File: config.mk
export PLATFORM = sky130hd
export DESIGN_NAME = sipo_deserializer
export DESIGN_NICKNAME = d
export VERILOG_FILES = /design/src/rtl/sipo_deserializer.sv
export SDC_FILE = /design/constraint.sdc
export NUM_CORES = 1
export LEC_CHECK = 0
export ABC_AREA = 1
export CELL_PAD_IN_SITES_DETAIL_PLACEMENT = 1
export CELL_PAD_IN_SITES_GLOBAL_PLACEMENT = 2
export CORE_MARGIN = 5
export CORE_UTILIZATION = 25
export DETAILED_ROUTE_END_ITERATION = 8
export MAX_ROUTING_LAYER = met4
export PLACE_DENSITY_LB_ADDON = 0.1
export RECOVER_POWER = 50
export SLEW_MARGIN = 15
export SYNTH_ARGS = -nofsm -noshare
export SYNTH_HDL_FRONTEND = slang
export SYNTH_SLANG_ARGS = --single-unit
File: constraint.sdc
create_clock -name clk -period 1.3 [get_ports clk]
set_clock_uncertainty 0.1 [all_clocks]
set_input_delay 0.195 -clock clk [delete_from_list [all_inputs] [get_ports clk]]
set_output_delay 0.195 -clock clk [all_outputs]
set_load 0.02 [all_outputs]
File: src/rtl/sipo_deserializer.sv
// Serial-in parallel-out receive stage: gathers n serial bits into a word and
// hands it to a consumer over a valid/ready handshake, flagging dropped words.
module sipo_deserializer #(
  parameter int n         = 4,
  parameter bit MSB_FIRST = 1'b1
) (
  input  logic                  clk,
  input  logic                  rst,
  input  logic                  sin_valid,
  input  logic                  serial_in,
  input  logic                  clear,
  output logic [n-1:0]          parallel_out,
  output logic                  out_valid,
  input  logic                  out_ready,
  output logic                  overrun,
  input  logic                  overrun_clr,
  output logic [$clog2(n):0]    bit_cnt
);

  localparam int              CW   = $clog2(n) + 1;
  localparam logic [CW-1:0]   LAST = CW'(n - 1);

  typedef enum logic {
    EMPTY,
    FULL
  } state_e;

  state_e          state_q;
  logic [n-1:0]    shift_q, shift_d;
  logic [CW-1:0]   cnt_q, cnt_d;
  logic [n-1:0]    word_q;
  logic            valid_q;
  logic            overrun_q;
  logic            shift_en;
  logic            complete;
  logic            accept;

  // Next shift-register contents; shift_d already includes the current bit,
  // so on completion it is exactly the word to publish.
  always_comb begin
    shift_d  = shift_q;
    cnt_d    = cnt_q;
    shift_en = sin_valid & ~clear;
    complete = shift_en && (cnt_q == LAST);
    accept   = valid_q & out_ready;
    if (clear) begin
      shift_d = '0;
      cnt_d   = '0;
    end else if (sin_valid) begin
      shift_d = MSB_FIRST ? {shift_q[n-2:0], serial_in}
                          : {serial_in, shift_q[n-1:1]};
      cnt_d   = complete ? '0 : cnt_q + 1'b1;
    end
  end

  always_ff @(posedge clk) begin
    if (!rst) begin
      state_q   <= EMPTY;
      shift_q   <= '0;
      cnt_q     <= '0;
      word_q    <= '0;
      valid_q   <= 1'b0;
      overrun_q <= 1'b0;
    end else begin
      shift_q <= shift_d;
      cnt_q   <= cnt_d;
      // A fresh overrun below overrides a clear request on the same edge.
      if (overrun_clr) begin
        overrun_q <= 1'b0;
      end
      case (state_q)
        EMPTY: begin
          if (complete) begin
            word_q  <= shift_d;
            valid_q <= 1'b1;
            state_q <= FULL;
          end
        end
        FULL: begin
          if (complete && accept) begin
            word_q  <= shift_d;
          end else if (complete) begin
            overrun_q <= 1'b1;
          end else if (accept) begin
            valid_q <= 1'b0;
            state_q <= EMPTY;
          end
        end
      endcase
    end
  end

  assign parallel_out = word_q;
  assign out_valid    = valid_q;
  assign overrun      = overrun_q;
  assign bit_cnt      = cnt_q;

endmodule

[After elaboration in Yosys (flattened, before gate mapping)]
Index checks and enable logic that the tools add are counted.
Word-level totals
  flip-flop bits (word level): 14
  output and inout port bits: 9
  logic and storage cells: 43
Operators by class
  bitwise logic cells: 5
  reductions and logical operators: 5
  add/sub/neg operators: 1
  multiplexer cells: 20
  equal/unequal tests: 6
Operators with widths (count)
  two-way mux 4 bit: 4
  two-way mux 1 bit: 12
  one-hot mux 4 bit (2 select lines): 1
  inequality test 2 bit (second input constant): 3
  inequality test 2 x 1 -> 1 bit (second input constant): 2
  one-hot mux 1 bit (2 select lines): 2
  AND reduction 4 bit: 1
  adder 3 x 1 -> 3 bit (second input constant): 1
  equality test 3 x 2 -> 1 bit (second input constant): 1
  two-way mux 3 bit: 1
  NOT 1 bit: 3
  AND 1 bit: 2
  logical AND 1 bit: 2
  AND reduction 2 bit: 1
  OR reduction 2 bit: 1

[Logic depth before layout (Yosys ltp)]
Gate-level depths: netlist of run 1.
  word-level depth: 6
  gate-level depth with buffers: 7

[Least setup slack after synthesis of run 1]
OpenSTA, ideal clock, no wires.
  path kind: reg-to-reg
  start: register cnt_q[0] (netlist: bit_cnt[0])
  end: register word_q[0] (netlist: parallel_out[0])
  arrival time: 1.068 ns
  cell stages (with the launch flop): 7
  path buffers: 0
  setup slack: 0.019 ns
  clock period less this slack: 1.281 ns
  cell sequence: dfxtp_1 > ha_1 > nand2_4 > inv_4 > nand3_4 > nor2_1 > nor2_1
On the way
  word-level cells in the longest chain between the ends: 5
  elaborated cells between the ends (all ways): 6
RTL lines
  start: declaration: RTL line 30  | logic [CW-1:0] cnt_q, cnt_d;
  start signal: assignment: RTL line 66  | cnt_q <= cnt_d;
  equality test 3 x 2 -> 1 bit *: RTL line 44  | complete = shift_en && (cnt_q == LAST);
  logical AND 1 bit *: RTL line 44
  logical AND 1 bit: RTL line 80  | if (complete && accept) begin
  inequality test 2 x 1 -> 1 bit (no source line)
  AND reduction 2 bit (no source line) *
  end signal: assignment: RTL line 74  | word_q <= shift_d;
  end signal: assignment: RTL line 81  | word_q <= shift_d;
  end: declaration: RTL line 31  | logic [n-1:0] word_q;
Every way passes the cells marked *; elsewhere a longest branch is shown, timed or not.
A chain may end at the register's enable or synchronous reset.

[Worst setup path after layout of run 1]
  start: register cnt_q[1] (netlist: bit_cnt[1])
  end: output bit_cnt[1]
RTL lines
  end: declaration: RTL line 17  | output logic [$clog2(n):0] bit_cnt
No word-level cell between the ends.

==> results.json, run 1 <==
{
  "status": "finished, final reports clean",
  "top_layer_used": "met4",
  "setup_slack_ns": 0.05407,
  "final_area_um2": 899.6,
  "area_growth_pct": 42.94,
  "p_comb_frac": 0.114,
  "wl_per_cell_um": 10.63,
  "wl_met1_um": 731,
  "slowest_delay_ns": 0.35,
  "swShare": 0.2437,
  "placed_cell_area_um2": 880.8,
  "cp_num_buf_inv": 1,
  "dieArea_um2": 3621,
  "seq_area_frac_synth": 0.4453,
  "post_route_cells_drive_above_1_share": 0.2018,
  "seqPwrFrac": 0.565,
  "n_fill_cell": 316,
  "pre_cts_slack_ns": -0.2648,
  "htree_levels": 1,
  "gp_congestion": 0.7550,
  "p_int_uw": 588.5,
  "seq_area_um2": 282.8,
  "die_h_um": 60.18,
  "ant_nets": 0,
  "numCtsBuffers": 3,
  "fin_crit_ns": 1.246,
  "finalMaxSlewViolations": 0,
  "period_share": 0.9584,
  "layout_common_cells": "18 x nor2_1, 16 x nand2_1, 12 x dfxtp_1",
  "cts_tree": "built",
  "synthXorXnorAreaFrac": 0,
  "root_buffer": "clkbuf_4",
  "io_pins": 16,
  "core.rowCount": 18,
  "critPathKind": "reg2out",
  "required_ns": 1.00,
  "multi_input_area_um2": 291.5,
  "synth.distinct_cells": 16,
  "synth_area_um2": 629.4,
  "syn_inst": 82,
  "firstDrtPassIters": 2,
  "worst_pin_slew_ns": 0.2590,
  "clk_latency_ns": 0.28,
  "synth_compound_area_frac": 0.09742,
  "layout_commonest_cell": "nor2_1",
  "cap_viol_max_count": 0,
  "clock-sinks": 14,
  "dr_wl_met2_um": 644,
  "final_nets": 119,
  "yosysWarnings": 0,
  "grt_max_degree": 9,
  "antenna_found_initial": 0,
  "avgViaCountPerCell": 4.245,
  "wl_mm": 1.478,
  "end_kind": "output pin",
  "grt_setup_unrepaired": "no",
  "synth_seq_cells": 14,
  "vias": 590,
  "startpoint_type": "register",
  "grt_pass1_vias": 598,
  "antenna_cells": 0,
  "portBuffers": 15,
  "drtIter0Drc": 13,
  "crit_family": "flip-flops",
  "clk_path_buf_depth": 2,
  "synth.mux.area_fraction": 0,
  "p_per_area_nw_per_um2": 865.0,
  "p_leak_uw": 0.0004447,
  "core_region_area_um2": 2432,
  "synth_top_family_by_area": "simple AND/OR/NAND/NOR gates",
  "grt-ovfl-total": 0,
  "yosys.area_share.simple": 0.3499,
  "remaining_drc_errors": 0,
  "grt_use_total": 0.09524,
  "path_cells": "dlygate4sd2_1",
  "die_w_um": 60.18,
  "worst-path-max-fanout": 3,
  "fmax_mhz": 802.6,
  "setup_violations": 0,
  "hpwl_mm": 1.213,
  "syn_nets": 90,
  "post_cts_buffers": 0,
  "relSlewSlack": 0.8268,
  "clk_pin_slew_worst_paths_ns": 0.09,
  "start_util": 0.2587,
  "worstPathArrival_ns": 0.95,
  "grt_pass1_wl_mm": 2.490,
  "hold_class": "in2reg",
  "p_switching_uw": 189.7,
  "rrSetupSlack_ns": 0.10,
  "power.share.clock": 0.322,
  "max-vdd-ir-drop_mv": 0.5395,
  "slowest_stage": "dfxtp_2",
  "hold_viol": 0,
  "synthAdderAreaFrac": 0.01988,
  "syn_area_per_cell_um2": 7.675,
  "routed-wl-met3_um": 83
}
flip-flops by register name (all words and copies together), names as in the netlist:
signal and count:
shift_q 4, out_valid 1, parallel_out 4, overrun 1
bit_cnt 3, state_q 1
synth_stat cells (all sizes together):
library cell,n,area [µm²]
nor2,19,78.82
nand2,18,82.58
dfxtp,14,280.3
inv,11,43.80
o21bai,5,41.29
a21oi,4,20.02
nand3,4,32.53
nor3,4,20.02
buf,1,11.26
ha,1,12.51
nand4,1,6.260
kinds of logic after synthesis:
logic type / Yosys count
AO/OA/AOI/OAI: 9
AND/OR/NAND/NOR: 46
adder cells (fa/ha/maj): 1
flip-flops: 14
buffers and inverters: 12
worst paths after layout:
kind | from | to | cells after the start
setup reg to reg | bit_cnt[0] | parallel_out[0] | 6
hold / removal | sin_valid | bit_cnt[1] | 3
hold reg to reg | overrun | overrun | 2
setup / recovery | bit_cnt[1] | bit_cnt[1] | 1
metal layers:
metal / track usage / vias to the layer above
li1: - / 312
met4: 0.02848 / 0
met2: 0.1373 / 14
met3: 0.03888 / 2
met1: 0.1208 / 262
met5: - / -
per-stage QoR:
stage,TNS (ns),hold slack [ns],total power (µW),cells,utilization
2_1_floorplan,0,0.2154,489.9,82,-
3_3_place_gp,-1.808,0.3541,539.2,136,0.3621
3_5_place_dp,-2.164,0.3712,540.5,136,0.3621
4_1_cts,0,0.3823,791.1,139,0.3673
5_1_grt,0,0.2231,820.4,139,0.3699
6_report,0,0.2136,778.1,139,0.3699
tightest hold or removal path: stages:
cell and delay (ns):
dlymetal6s2s_1 0.19, nand3_1 0.11, a21oi_1 0.06
timing repair:
action,in CTS,in global routing
cloned,0,0
gates resized for setup,10,8
setup endpoints to repair,9,10
hold buffers,0,0
hold endpoints to repair,0,0
power groups by stage:
stage	clock network, µW	registers, µW	logic [µW]
global placement	0	449	90.4
detailed placement	0	449	91.7
floorplan	0	451	39.2
global route	281	440	98.5
finish	250	439	88.5
CTS	261	439	91.3
area by class of cell:
cell class / count / share of cell area
Clock buffer: 3 / 0.02503
Tap cell: 30 / 0.04172
Timing Repair Buffer: 25 / 0.2462
Inverter: 11 / 0.04868
Multi-Input combinational cell: 56 / 0.3241
Sequential cell: 14 / 0.3143
Power figures use the tool's default switching activity.
==> inputs of run 2 (changes only) <==
--- a/config.mk
+++ b/config.mk
@@ -14,6 +14,7 @@
 export MAX_ROUTING_LAYER = met4
 export PLACE_DENSITY_LB_ADDON = 0.1
 export RECOVER_POWER = 50
+export SKIP_CTS_REPAIR_TIMING = 1
 export SLEW_MARGIN = 15
 export SYNTH_ARGS = -nofsm -noshare
 export SYNTH_HDL_FRONTEND = slang
==> run 2 against run 1 <==
  * Critical path depth increased by 5
  * Register-to-register slack got worse by 0.02 ns
  * Critical path type is now reg2reg
  * Cell count did not move
  * Wire length up 1.2%
  * Sequential power is essentially flat
  * Combinational power grew 1%
  * Largest power group unchanged
  * Critical endpoint is now parallel_out[0]
  * Largest cell class unchanged
  * Via count stayed put
  * Clock power is essentially flat
==> results.json, run 2 (synthesis gave the netlist of run 1 again) <==
{
  "setup_violations": 0,
  "clock-sinks": 14,
  "die_w_um": 60.18,
  "swShare": 0.2437,
  "p_leak_uw": 0.0005905,
  "avgViaCountPerCell": 4.245,
  "status": "finished, final reports clean",
  "setup_slack_ns": 0.08118,
  "htree_levels": 1,
  "io_pins": 16,
  "numCtsBuffers": 3,
  "power.share.clock": 0.321,
  "core.rowCount": 18,
  "pre_cts_slack_ns": -0.2648,
  "hold_viol": 0,
  "antenna_cells": 0,
  "seqPwrFrac": 0.564,
  "start_util": 0.2587,
  "p_switching_uw": 189.9,
  "p_per_area_nw_per_um2": 834.6,
  "ant_nets": 0,
  "hold_class": "in2reg",
  "grt_max_degree": 9,
  "end_kind": "register",
  "worst-path-max-fanout": 8,
  "required_ns": 1.38,
  "finalMaxSlewViolations": 0,
  "startpoint_type": "register",
  "cts_tree": "built",
  "final_nets": 119,
  "vias": 590,
  "max-vdd-ir-drop_mv": 0.5397,
  "area_growth_pct": 48.31,
  "p_comb_frac": 0.115,
  "core_region_area_um2": 2432,
  "gp_congestion": 0.7550,
  "grt-ovfl-total": 0,
  "wl_per_cell_um": 10.76,
  "rrSetupSlack_ns": 0.08,
  "fmax_mhz": 820.5,
  "grt_pass1_vias": 598,
  "worstPathArrival_ns": 1.30,
  "relSlewSlack": 0.8269,
  "grt_pass1_wl_mm": 2.490,
  "period_share": 0.9376,
  "p_int_uw": 589.2,
  "remaining_drc_errors": 0,
  "worst_pin_slew_ns": 0.2588,
  "hpwl_mm": 1.213,
  "clk_pin_slew_worst_paths_ns": 0.09,
  "post_route_cells_drive_above_1_share": 0.2018,
  "portBuffers": 15,
  "clk_path_buf_depth": 2,
  "firstDrtPassIters": 2,
  "placed_cell_area_um2": 880.8,
  "antenna_found_initial": 0,
  "layout_commonest_cell": "nor2_1",
  "final_area_um2": 933.4,
  "root_buffer": "clkbuf_4",
  "critPathKind": "reg2reg",
  "layout_common_cells": "18 x nor2_1, 16 x nand2_1, 12 x dfxtp_1",
  "cap_viol_max_count": 0,
  "clk_latency_ns": 0.28,
  "dieArea_um2": 3621,
  "fin_crit_ns": 1.219,
  "wl_mm": 1.495,
  "drtIter0Drc": 12,
  "grt_use_total": 0.09524,
  "die_h_um": 60.18
}
-- run 2: area by class of cell --
type / count / area (µm²)
clock buffer: 3 / 22.52
tap: 30 / 37.54
fill: 310 / 1499
sequential: 14 / 282.8
inverter: 11 / 43.79
timing repair buffer: 25 / 250.2
multi-input combinational: 56 / 296.5
-- run 2: worst paths after layout --
path,depth (start not counted),start,end
max reg2reg,6,bit_cnt[0],parallel_out[0]
max,6,bit_cnt[0],parallel_out[0]
min reg2reg,2,overrun,overrun
min,3,sin_valid,bit_cnt[1]
-- run 2: stage by stage --
step / instances / setup TNS [ns] / total power (µW) / hold slack [ns] / utilization
5_1_grt: 139 / -0.0009504 / 821.7 / 0.2216 / 0.3837
3_5_place_dp: 136 / -2.164 / 540.5 / 0.3712 / 0.3621
4_1_cts: 139 / -2.182 / 792.2 / 0.3848 / 0.3714
6_report: 139 / 0 / 779.1 / 0.2118 / 0.3837
3_3_place_gp: 136 / -1.808 / 539.2 / 0.3541 / 0.3621
2_1_floorplan: 82 / 0 / 489.9 / 0.2154 / -
-- run 2: layer usage --
metal / global-route usage / routed length (µm) / vias to the layer above
li1: - / - / 312
met1: 0.1208 / 733 / 262
met2: 0.1373 / 654 / 14
met3: 0.03888 / 88 / 2
met4: 0.02848 / 19 / 0
met5: - / 0 / -
-- run 2: critical path: stages (launching register included) --
cell and delay, ns:
dfxtp_2 0.36, ha_2 0.20, nand2_4 0.06, inv_4 0.09, nand3_4 0.12, nor2_1 0.14, nor2_1 0.05
-- run 2: power by group through the flow --
stage                     registers [µW]  clock network, µW  logic (µW)
final                                439                250        89.7
after global routing                 440                281        99.9
after CTS                            439                261        92.4
after detailed placement             449                  0        91.7
after global placement               449                  0        90.4
after floorplan                      451                  0        39.2
